### config.mk
export PLATFORM = sky130hd
export DESIGN_NAME = start_screen_scanner
export DESIGN_NICKNAME = d
export VERILOG_FILES = /design/src/rtl/start_screen_scanner.sv
export SDC_FILE = /design/constraint.sdc
export NUM_CORES = 1
export LEC_CHECK = 0
export ABC_AREA = 0
export BUFFER_PORTS_ARGS = -buffer_cell sky130_fd_sc_hd__buf_2
export CAP_MARGIN = 40
export CORE_MARGIN = 8
export CORE_UTILIZATION = 56
export DETAILED_ROUTE_END_ITERATION = 8
export GPL_TIMING_DRIVEN = 0
export MAX_ROUTING_LAYER = met4
export PLACE_DENSITY = 0.84
export SLEW_MARGIN = 40
export SYNTH_ARGS = -nofsm -noshare
export SYNTH_HDL_FRONTEND = slang
export SYNTH_SLANG_ARGS = --single-unit
### constraint.sdc
create_clock -name clk -period 3.7 [get_ports clk]
set_input_delay 0.74 -clock clk [delete_from_list [all_inputs] [get_ports clk]]
set_output_delay 0.74 -clock clk [all_outputs]
set_load 0.005 [all_outputs]
### src/rtl/start_screen_scanner.sv
// start_screen_scanner: VGA scan engine muxing the start-image ROM or the live game pixels onto the output pins.
// Latency: colour, hsync and vsync are registered together, one pixel tick after their (h_pos, v_pos).
// Backpressure: none. The scan free-runs, and mode requests are held until the next frame wrap.
module start_screen_scanner #(
  parameter int PIX_DIV  = 4,
  parameter int H_ACTIVE = 640,
  parameter int H_TOTAL  = 800,
  parameter int H_FP     = 16,
  parameter int H_SYNC   = 96,
  parameter int V_ACTIVE = 480,
  parameter int V_TOTAL  = 525,
  parameter int V_FP     = 10,
  parameter int V_SYNC   = 2
) (
  input  logic        clk,
  input  logic        rst,
  input  logic        start_btn,
  input  logic        game_over,
  input  logic [11:0] game_rgb,
  input  logic [11:0] rom_data,
  output logic [18:0] rom_addr,
  output logic [9:0]  h_pos,
  output logic [9:0]  v_pos,
  output logic        pix_tick,
  output logic        in_game,
  output logic [11:0] vga_rgb,
  output logic        vga_hs,
  output logic        vga_vs
);

  // rst is expected to come from an upstream synchroniser, so its release is already clean.
  localparam int DW = $clog2(PIX_DIV);

  localparam logic [0:0] ST_START = 1'b0;
  localparam logic [0:0] ST_GAME  = 1'b1;

  logic [DW-1:0] div;
  logic [0:0]    state;
  logic          req_go;
  logic          req_stop;
  logic          active;
  logic          h_last;
  logic          v_last;
  logic          wrap;
  logic          hs_n;
  logic          vs_n;

  // pix_tick is decoded from the divider register, so it never goes high while rst is asserted.
  assign pix_tick = (div == DW'(PIX_DIV - 1));
  assign h_last   = (h_pos == 10'(H_TOTAL - 1));
  assign v_last   = (v_pos == 10'(V_TOTAL - 1));
  assign wrap     = pix_tick && h_last && v_last;
  assign active   = (h_pos < 10'(H_ACTIVE)) && (v_pos < 10'(V_ACTIVE));
  assign hs_n     = !((h_pos >= 10'(H_ACTIVE + H_FP)) && (h_pos < 10'(H_ACTIVE + H_FP + H_SYNC)));
  assign vs_n     = !((v_pos >= 10'(V_ACTIVE + V_FP)) && (v_pos < 10'(V_ACTIVE + V_FP + V_SYNC)));
  assign in_game  = (state == ST_GAME);

  // Pixel clock divider: free-running modulo-PIX_DIV count.
  always_ff @(posedge clk or posedge rst) begin
    if (rst) begin
      div <= '0;
    end else if (pix_tick) begin
      div <= '0;
    end else begin
      div <= div + DW'(1);
    end
  end

  // Raster counters: the column advances on every pixel tick, and the line advances at the end of each line.
  always_ff @(posedge clk or posedge rst) begin
    if (rst) begin
      h_pos <= '0;
      v_pos <= '0;
    end else if (pix_tick) begin
      if (h_last) begin
        h_pos <= '0;
        v_pos <= v_last ? 10'd0 : v_pos + 10'd1;
      end else begin
        h_pos <= h_pos + 10'd1;
      end
    end
  end

  // ROM address: one increment per visible pixel avoids a v*width multiply.
  // The address parks at the next line start during blanking and at the image size after the last line.
  always_ff @(posedge clk or posedge rst) begin
    if (rst) begin
      rom_addr <= '0;
    end else if (pix_tick) begin
      if (wrap) begin
        rom_addr <= '0;
      end else if (active) begin
        rom_addr <= rom_addr + 19'd1;
      end
    end
  end

  // Output stage: colour and syncs are registered on the same tick, so they stay aligned.
  always_ff @(posedge clk or posedge rst) begin
    if (rst) begin
      vga_rgb <= 12'h000;
      vga_hs  <= 1'b1;
      vga_vs  <= 1'b1;
    end else if (pix_tick) begin
      vga_rgb <= active ? (in_game ? game_rgb : rom_data) : 12'h000;
      vga_hs  <= hs_n;
      vga_vs  <= vs_n;
    end
  end

  // Mode FSM: requests latch in any clk and take effect only at a frame wrap, so frames are never torn.
  // A request seen in the wrap clk itself waits for the following wrap.
  always_ff @(posedge clk or posedge rst) begin
    if (rst) begin
      state    <= ST_START;
      req_go   <= 1'b0;
      req_stop <= 1'b0;
    end else if (state == ST_START) begin
      if (wrap && req_go) begin
        state  <= ST_GAME;
        req_go <= 1'b0;
      end else if (start_btn) begin
        req_go <= 1'b1;
      end
    end else begin
      if (wrap && req_stop) begin
        state    <= ST_START;
        req_stop <= 1'b0;
      end else if (game_over) begin
        req_stop <= 1'b1;
      end
    end
  end

endmodule

==> run_results.csv, run 1 <==
group,metric,value,unit
timing,holdWs,0.373,ns
critical_path,regToRegStartpoint,"div[0]",
timing,setup_viol,0,
critical_path,critPathCaptureType,"flip-flop",
routing,via_per_inst,5.76,
place,port-buffer-count,82,
critical_path,r2r_slack,1.58,ns
floorplan,die_y,89.2,microns
routing,drc,0,
yosys,ys.flop_type,"dfrtp_1",
grt,antenna_found_initial,0,
cts,cts-root-buf,"clkbuf_8",
yosys,synthTopCellsByArea,"dfrtp_1, mux2i_1, a21oi_1",
timing,rsz0062_at_grt,"no",
cts,tritoncts.num_buffers,9,
yosys,synth_top_cell_by_area,"dfrtp_1",
floorplan,dieArea,7950,sq um
grt,grt_pass1_wl,12800,microns
yosys,synth.ff_latch_count,58,
timing,hold_violations,0,
grt,met3_usage,7.63,%
critical_path,rr_worst_depth,6,
yosys,syn_inst,298,
floorplan,start_util,58.3,%
routing,antenna_left,0,
cts,clkSinkCount,58,
flow_run,cap_viol_max_count,0,
power,vdd_ir_drop_max,0.342,mV
yosys,synth_fp_nets,332,
finish,diodes,0,
grt,track_usage,21.4,%
finish,layout_commonest_cell,"buf_2",
finish,design_area,3720,sq um
timing,fin_crit,2.12,ns
routing,first_pass_iters,4,
cts,cts.clk_slew.worst_paths,0.07,ns
timing,setup_tns,0,ns
grt,use_met1,24.4,%
grt,grt_pass1_vias,2779,
critical_path,timing.critical_path.required,3.97,ns
cts,htreeDepth,3,
critical_path,cp_max_fo,8,
routing,wire_per_inst,16.8,microns
timing,clock_skew,0.00790,ns
critical_path,r2r_end,"rom_addr[13]",
critical_path,start_kind,"flip-flop",
floorplan,core,5140,sq um
cts,ctsResizeCount,0,
outcome,status,"finished clean",
yosys,seq_area_frac_synth,48.5,%
timing,relSlewSlack,60.8,%
routing,vias,2692,
timing,slew_viol_final,0,
cts,clk_path_buf_depth,2,
yosys,yosys.area.top_type_share,46.7,%
yosys,synth.avg_cell_area,10.1,sq um
grt,gr-usage-met2,35.1,%
finish,drive_gt1_share,28.7,%
critical_path,startpoint,"div[0]",
hold_path,min_path_type,"input port to async pin",
grt,gr-total-overflow,0,
place,place.gp.congestion,0.842,
floorplan,std_cell_rows,26,
timing,tightest_slew,0.588,ns
place,dpl_cell_area,3520,sq um
routing,drt_iter0_drc,119,
yosys,yosys_warnings,0,
floorplan,boundaryPins,83,
critical_path,arrival,2.39,ns
routing,wirelength,7820,microns
cts,clkLatencyLatePin,0.34,ns
grt,grt_max_degree,34,
power,power.leakage,1.82,nW
finish,nNetsFinal,426,
yosys,async_flop_share,100,%
yosys,syn_area,3000,sq um
yosys,ys_types,45,
finish,areaGrowthSynthToFinish,23.9,%
cts,hold_buffers,0,
yosys,synth_edf_count,0,
finish,layout_common_cells,"buf_2, dfrtp_1, inv_1",
timing,fmax,471,MHz
critical_path,critPathKind,"flip-flop to flip-flop",
grt,top_usage_layer,"met2",
cts,cts_tree,"done",
place,dpl.hpwl,5900,microns
cts,post_cts_buffers,0,
floorplan,fp.dieW,89.2,microns
finish,fillers,414,
power,cellPowerDensity,347,nW/um^2
timing,timing.final.crit_share,57.4,%
through the flow:
step	power [mW]	util, %	worst slack [ns]	cells
global route	1.33	72.3	1.42	467
global placement	0.701	68.0	0.806	450
finish	1.29	72.3	1.58	467
CTS	1.30	72.3	1.55	467
detailed placement	0.706	68.5	1.57	451
floorplan	0.676	-	1.54	298
metal layers:
layer | vias up | part of all wire, %
li1 | 1275 | -
met1 | 1312 | 41
met2 | 97 | 50
met3 | 8 | 8.2
met4 | 0 | 0.82
met5 | - | 0
where the power goes:
group	switching [mW]	internal (mW)	leakage, nW
clock network	0.248	0.348	0.101
logic	0.0259	0.0231	0.970
registers	0.00328	0.641	0.746
critical path, stage by stage (launching register included):
cell,delay [ns]
dfrtp_1,0.36
ha_1,0.16
clkbuf_2,0.19
and2b_1,0.28
nand4_1,0.31
or4_1,0.58
a21oi_1,0.16
cells by family (layout without fill, tap and decap cells):
group                      after synthesis  in the layout  synth area share, %
muxes                                   14             14                 4.67
adders and majority gates                6              6                 2.50
and+or+nand+nor                        102            102                 21.5
buffers and inverters                   39            138                 5.80
xor gates and xnor gates                13             13                 3.80
DFF                                     58             58                 48.5
AOI/OAI and AO/OA                       66             66                 13.3
synth_stat cells, drive strengths merged (9+ instances only):
library cell	count
o21ai	16
clkbuf	9
inv	25
dfrtp	56
nor2	12
o22ai	14
mux2i	14
a21oi	20
nand3	14
and3	9
or3	11
nand2	15
nand4	14
layout make-up:
type | instances | area (sq um) | share of cell area, %
plain buffers | 14 | 80.1 | 2.15
clock buffers | 14 | 163 | 4.38
clock inverters | 2 | 35.0 | 0.942
inverters | 25 | 96.3 | 2.59
multi-input cells | 201 | 1370 | 36.9
flip-flops and latches | 58 | 1450 | 39.1
well taps | 70 | 87.6 | 2.36
repair buffers | 83 | 430 | 11.6
sequential cells by signal, summed over array words and instances (netlist names):
register,flops
vga_rgb,12
div,2
req_go,1
vga_vs,1
h_pos,10
in_game,1
v_pos,10
vga_hs,1
rom_addr,19
req_stop,1
how the worst max path moves through the flow:
| stage | endpoint | slack [ns] |
|---|---|---|
| 2_1_floorplan | div[0] | 1.54 |
| 3_3_place_gp | v_pos[6] | 0.81 |
| 3_5_place_dp | rom_addr[13] | 1.57 |
| 4_1_cts | rom_addr[13] | 1.55 |
| 5_1_grt | rom_addr[13] | 1.42 |
| 6_report | rom_addr[13] | 1.58 |
Power figures use the tool's default switching activity.
==> inputs of run 2 (changes only) <==
--- a/config.mk
+++ b/config.mk
@@ -9,11 +9,11 @@
 export BUFFER_PORTS_ARGS = -buffer_cell sky130_fd_sc_hd__buf_2
 export CAP_MARGIN = 40
 export CORE_MARGIN = 8
-export CORE_UTILIZATION = 56
+export CORE_UTILIZATION = 47
 export DETAILED_ROUTE_END_ITERATION = 8
 export GPL_TIMING_DRIVEN = 0
 export MAX_ROUTING_LAYER = met4
-export PLACE_DENSITY = 0.84
+export PLACE_DENSITY = 0.75
 export SLEW_MARGIN = 40
 export SYNTH_ARGS = -nofsm -noshare
 export SYNTH_HDL_FRONTEND = slang
==> constraint.sdc (replaced) <==
create_clock -name clk -period 1.9 [get_ports clk]
set_input_delay 0.38 -clock clk [delete_from_list [all_inputs] [get_ports clk]]
set_output_delay 0.38 -clock clk [all_outputs]
set_load 0.005 [all_outputs]
==> run 2 against run 1 <==
The run now ends with negative setup slack left. Routed wire length up 3.7%. Sequential power up 94%. Non-clock buffer count up 20. Register-to-register slack worse by 1.6 ns. Hold slack worse by 0.33 ns. First-iteration DRC count down 1.7%. Clock power up 96%. Critical endpoint is now rom_addr[3].
==> run_results.csv, run 2 (synthesis results as in run 1) <==
group,metric,value,unit
cts,htreeDepth,3,
routing,via_per_inst,5.59,
timing,holdWs,0.0434,ns
floorplan,core,6280,sq um
routing,drt_iter0_drc,117,
power,cellPowerDensity,624,nW/um^2
critical_path,path_cells,"inv_2, ha_4, nand4_1, or4_4, buf_8, nor2_8, buf_6, nor2_2",
finish,layout_common_cells,"buf_2, dfrtp_1, inv_1",
cts,cts.clk_slew.worst_paths,0.07,ns
routing,wire_per_inst,16.4,microns
floorplan,start_util,47.8,%
critical_path,path_depth,8,
critical_path,timing.critical_path.required,2.13,ns
routing,antenna_left,0,
outcome,status,"complete, but fails checks",
critical_path,cpLargestDelayFamily,"simple AND/OR/NAND/NOR gates",
flow_run,cap_viol_max_count,0,
grt,grt_max_degree,32,
routing,wirelength,8120,microns
critical_path,arrival,2.14,ns
power,power.leakage,1.96,nW
critical_path,critPathCaptureType,"flip-flop",
cts,hold_buffers,0,
finish,largest_reg_flops,19,
finish,drive_gt1_share,39.6,%
floorplan,die_y,95.9,microns
finish,layout_commonest_cell,"buf_2",
finish,regMostFlops,"rom_addr",
critical_path,critPathKind,"flip-flop to flip-flop",
timing,tightest_slew,0.544,ns
timing,rsz0062_at_grt,"yes",
timing,timing.final.crit_share,101,%
timing,setup_slack,-0.00988,ns
critical_path,rr_worst_depth,8,
grt,track_usage,17.9,%
cts,clk_path_buf_depth,2,
place,dpl.hpwl,5610,microns
grt,antenna_found_initial,0,
timing,slew_viol_final,0,
timing,hold_violations,0,
finish,diodes,0,
grt,gr-total-overflow,0,
critical_path,crit_path_max_incr_delay,0.54,ns
routing,first_pass_iters,4,
timing,fin_crit,1.91,ns
grt,grt_pass1_vias,2751,
floorplan,boundaryPins,83,
routing,drc,0,
critical_path,slowest_stage,"or4_4",
hold_path,min_path_type,"input port to async pin",
cts,tritoncts.num_buffers,9,
place,place_ws,-0.194,ns
critical_path,start_kind,"flip-flop",
place,port-buffer-count,82,
power,vdd_ir_drop_max,0.439,mV
cts,clkLatencyLatePin,0.34,ns
finish,areaGrowthSynthToFinish,34.8,%
grt,grt_pass1_wl,12800,microns
floorplan,dieArea,9190,sq um
timing,clock_skew,0.00636,ns
cts,clkSinkCount,58,
cts,cts_tree,"done",
timing,fmax,524,MHz
finish,reg_top3,"rom_addr: 19 flops, vga_rgb: 12 flops",
routing,vias,2762,
floorplan,std_cell_rows,29,
cts,cts-root-buf,"clkbuf_8",
critical_path,cp_max_fo,8,
floorplan,fp.dieW,95.9,microns
finish,nNetsFinal,446,
timing,setup_viol,5,
critical_path,critPathBufInv,3,
outcome,violations,"negative setup slack",
timing,relSlewSlack,63.7,%
place,place.gp.congestion,0.839,
## run 2: metrics by stage
stage / util, % / TNS (ns) / power [mW] / instance area, sq um / instances
after CTS: 61.0 / 0 / 2.54 / 3830 / 485
final: 64.4 / -0.0280 / 2.52 / 4040 / 494
after global placement: 55.9 / -37.49 / 1.37 / 3510 / 457
after global routing: 64.4 / -0.887 / 2.61 / 4040 / 494
after floorplan: - / 0 / 1.32 / 3000 / 298
after detailed placement: 56.2 / -2.66 / 1.37 / 3530 / 458
## run 2: what timing repair did
action,4_1_cts,5_1_grt
endpoints found under the setup margin,35,35
gates resized for setup,8,33
cloned,0,3
pin swaps,3,7
setup buffers,11,7
## run 2: layer usage
layer  vias to the layer above  share of wire [%]  GRT usage, %
li1                       1321                  -             -
met1                      1353                 45          22.0
met2                        74                 49          28.5
met3                        14                4.5          3.98
met5                         -                  0             -
met4                         0                1.6          5.89
## run 2: final cells by class
cell class | count | area [sq um]
multi-input cells | 201 | 1470
fillers | 518 | 2230
clock buffers | 11 | 151
clock inverters | 5 | 52.6
inverters | 25 | 96.3
plain buffers | 13 | 96.3
well taps | 77 | 96.3
repair buffers | 104 | 627
flip-flops and latches | 58 | 1460
## run 2: power by group
part	internal (mW)	switching, mW	total (mW)	leakage (nW)
combinational	0.0449	0.0494	0.0944	1.12
clock	0.670	0.503	1.17	0.105
sequential	1.25	0.00670	1.25	0.741
total	1.96	0.559	2.52	1.96
## run 2: final timing paths
kind	start	end	slack, ns
min in group clk	rom_data[5]	vga_rgb[5]	0.32
worst max register to register	v_pos[0]	rom_addr[3]	-0.01
worst max-delay path	v_pos[0]	rom_addr[3]	-0.01
worst min register to register	vga_hs	vga_hs	0.50
worst min-delay path	rst	req_go	0.04
max in group asynchronous	rst	in_game	1.38
==> inputs of run 3 (changes only) <==
--- a/config.mk
+++ b/config.mk
@@ -6,14 +6,14 @@
 export NUM_CORES = 1
 export LEC_CHECK = 0
 export ABC_AREA = 0
-export BUFFER_PORTS_ARGS = -buffer_cell sky130_fd_sc_hd__buf_2
 export CAP_MARGIN = 40
 export CORE_MARGIN = 8
-export CORE_UTILIZATION = 47
+export CORE_UTILIZATION = 57
 export DETAILED_ROUTE_END_ITERATION = 8
+export DONT_BUFFER_PORTS = 1
 export GPL_TIMING_DRIVEN = 0
 export MAX_ROUTING_LAYER = met4
-export PLACE_DENSITY = 0.75
+export PLACE_DENSITY = 0.74
 export SLEW_MARGIN = 40
 export SYNTH_ARGS = -nofsm -noshare
 export SYNTH_HDL_FRONTEND = slang
==> run 3 against run 2 <==
The flow still finishes with violations (negative setup slack). Highest routed layer unchanged. Sequential cell count is the same. First-iteration DRC count decreased by 15%. Via count fell by 13%. Combinational power shrank 44%. Sequential power is essentially flat. Setup slack got worse by 0.0022 ns. Fmax is 0.11% lower. Routed wire length fell by 12%. Clock power is 15% lower. Global-route usage rose by 2.1 points.
==> run_results.csv, run 3 (synthesis results as in run 1) <==
group,metric,value,unit
flow_run,cap_viol_max_count,0,
cts,cts-root-buf,"clkbuf_8",
routing,wire_per_inst,17.9,microns
finish,regMostFlops,"rom_addr",
timing,holdWs,0.235,ns
power,power.leakage,1.53,nW
finish,final_core_util,69.2,%
cts,htreeDepth,3,
critical_path,timing.critical_path.required,2.12,ns
floorplan,boundaryPins,83,
timing,slew_viol_final,0,
outcome,violations,"negative setup slack",
floorplan,core,5110,sq um
finish,reg_top3,"rom_addr: 19 flops, vga_rgb: 12 flops",
timing,setup_viol,2,
finish,layout_common_cells,"dfrtp_1, inv_1, nand2_1",
routing,vias,2416,
critical_path,regToRegStartpoint,"v_pos[1]",
grt,grt_pass1_wl,11700,microns
power,vdd_ir_drop_max,0.409,mV
critical_path,r2r_slack,-0.01,ns
power,power,2.30,mW
grt,gr-total-overflow,0,
timing,fmax,523,MHz
timing,fin_crit,1.91,ns
timing,clock_skew,0.00677,ns
routing,drc,0,
critical_path,endpoint,"v_pos[9]",
cts,cts_tree,"done",
critical_path,arrival,2.14,ns
floorplan,dieArea,7840,sq um
routing,first_pass_iters,5,
grt,track_usage,19.9,%
critical_path,r2r_end,"v_pos[9]",
finish,layout_commonest_cell,"dfrtp_1",
timing,timing.final.crit_share,101,%
place,place.gp.congestion,0.775,
timing,rsz0062_at_grt,"yes",
finish,areaGrowthSynthToFinish,17.9,%
finish,largest_reg_flops,19,
finish,design_area,3540,sq um
floorplan,die_y,88.5,microns
critical_path,critPathKind,"flip-flop to flip-flop",
timing,relSlewSlack,66.1,%
grt,antenna_found_initial,0,
finish,nNetsFinal,360,
floorplan,std_cell_rows,26,
cts,clkSinkCount,58,
routing,drt_iter0_drc,100,
finish,drive_gt1_share,23.0,%
critical_path,rr_worst_depth,7,
critical_path,start_kind,"flip-flop",
hold_path,min_path_type,"input port to flip-flop",
timing,hold_violations,0,
routing,via_per_inst,6.04,
place,dpl.hpwl,5080,microns
critical_path,critPathCaptureType,"flip-flop",
routing,antenna_left,0,
outcome,status,"complete, but fails checks",
cts,tritoncts.num_buffers,9,
critical_path,cp_max_fo,8,
floorplan,fp.dieW,88.5,microns
grt,grt_max_degree,40,
floorplan,start_util,58.7,%
power,cellPowerDensity,652,nW/um^2
timing,setup_slack,-0.0121,ns
critical_path,startpoint,"v_pos[1]",
finish,final_cells,400,
finish,diodes,0,
place,placed_cells,369,
place,dpl_cell_area,3110,sq um
cts,clk_path_buf_depth,2,
place,port-buffer-count,0,
cts,clkLatencyLatePin,0.33,ns
timing,tightest_slew,0.508,ns
cts,cts.clk_slew.worst_paths,0.07,ns
grt,grt_pass1_vias,2418,
routing,wirelength,7170,microns
==> run 3: changes by cell type in the layout (fill, tap and decap cells not counted), moves of 3 or more <==
cell     delta
nor2_1      +3
buf_2      -83
dfrtp_1     -3
buf_4       -5
dfrtp_2     +3
==> run 3: worst min path at each step <==
stage                 startpoint     endpoint  slack, ns  depth (start not counted)
global placement          div[0]       div[0]       0.42                          1
floorplan                 div[0]       div[0]       0.40                          1
detailed placement           rst       req_go       0.22                          1
finish              rom_data[11]  vga_rgb[11]       0.24                          2
CTS                 rom_data[11]  vga_rgb[11]       0.22                          2
global route        rom_data[10]  vga_rgb[10]       0.23                          2
==> run 3: final cells by class <==
type                            count  area [sq um]
Sequential cell                    58          1460
Clock buffer                       12           155
Clock inverter                      3          15.0
Fill cell                         393          1570
Multi-Input combinational cell    201          1450
Inverter                           25          96.3
Buffer                             14           104
Tap cell                           70          87.6
Timing Repair Buffer               17           168
==> run 3: repair_timing <==
action | in CTS | in global routing
setup buffers | 10 | 4
cloned | 0 | 1
endpoints found under the setup margin | 36 | 38
hold buffers | 1 | 0
pin swaps | 3 | 6
resized for setup | 19 | 22
endpoints found under the hold margin | 18 | 0
==> run 3: routing by layer <==
layer  routed length [microns]  GRT usage (%)  vias up
li1                          -              -     1144
met1                      3060           23.2     1175
met2                      3340           29.5       81
met3                       636           7.52       16
met4                       133           10.1        0
met5                         0              -        -
==> run 3: where the power goes <==
part	internal (mW)	switching (mW)
Clock	0.530	0.461
Sequential	1.25	0.0112
Combinational	0.0190	0.0341
==> run 3: worst max-delay path: stages (launching register included) <==
cell and delay (ns):
dfrtp_2 0.47, inv_2 0.10, ha_4 0.12, nand4_1 0.09, or4_1 0.49, buf_6 0.17
a21o_1 0.15, a22o_1 0.22
==> run 3: metrics by stage <==
step	setup TNS (ns)	setup slack, ns
floorplan	0	0.0597
global placement	-32.57	-0.532
detailed placement	-3.89	-0.254
CTS	-0.0244	-0.0170
global route	-0.985	-0.0628
finish	-0.0201	-0.0121
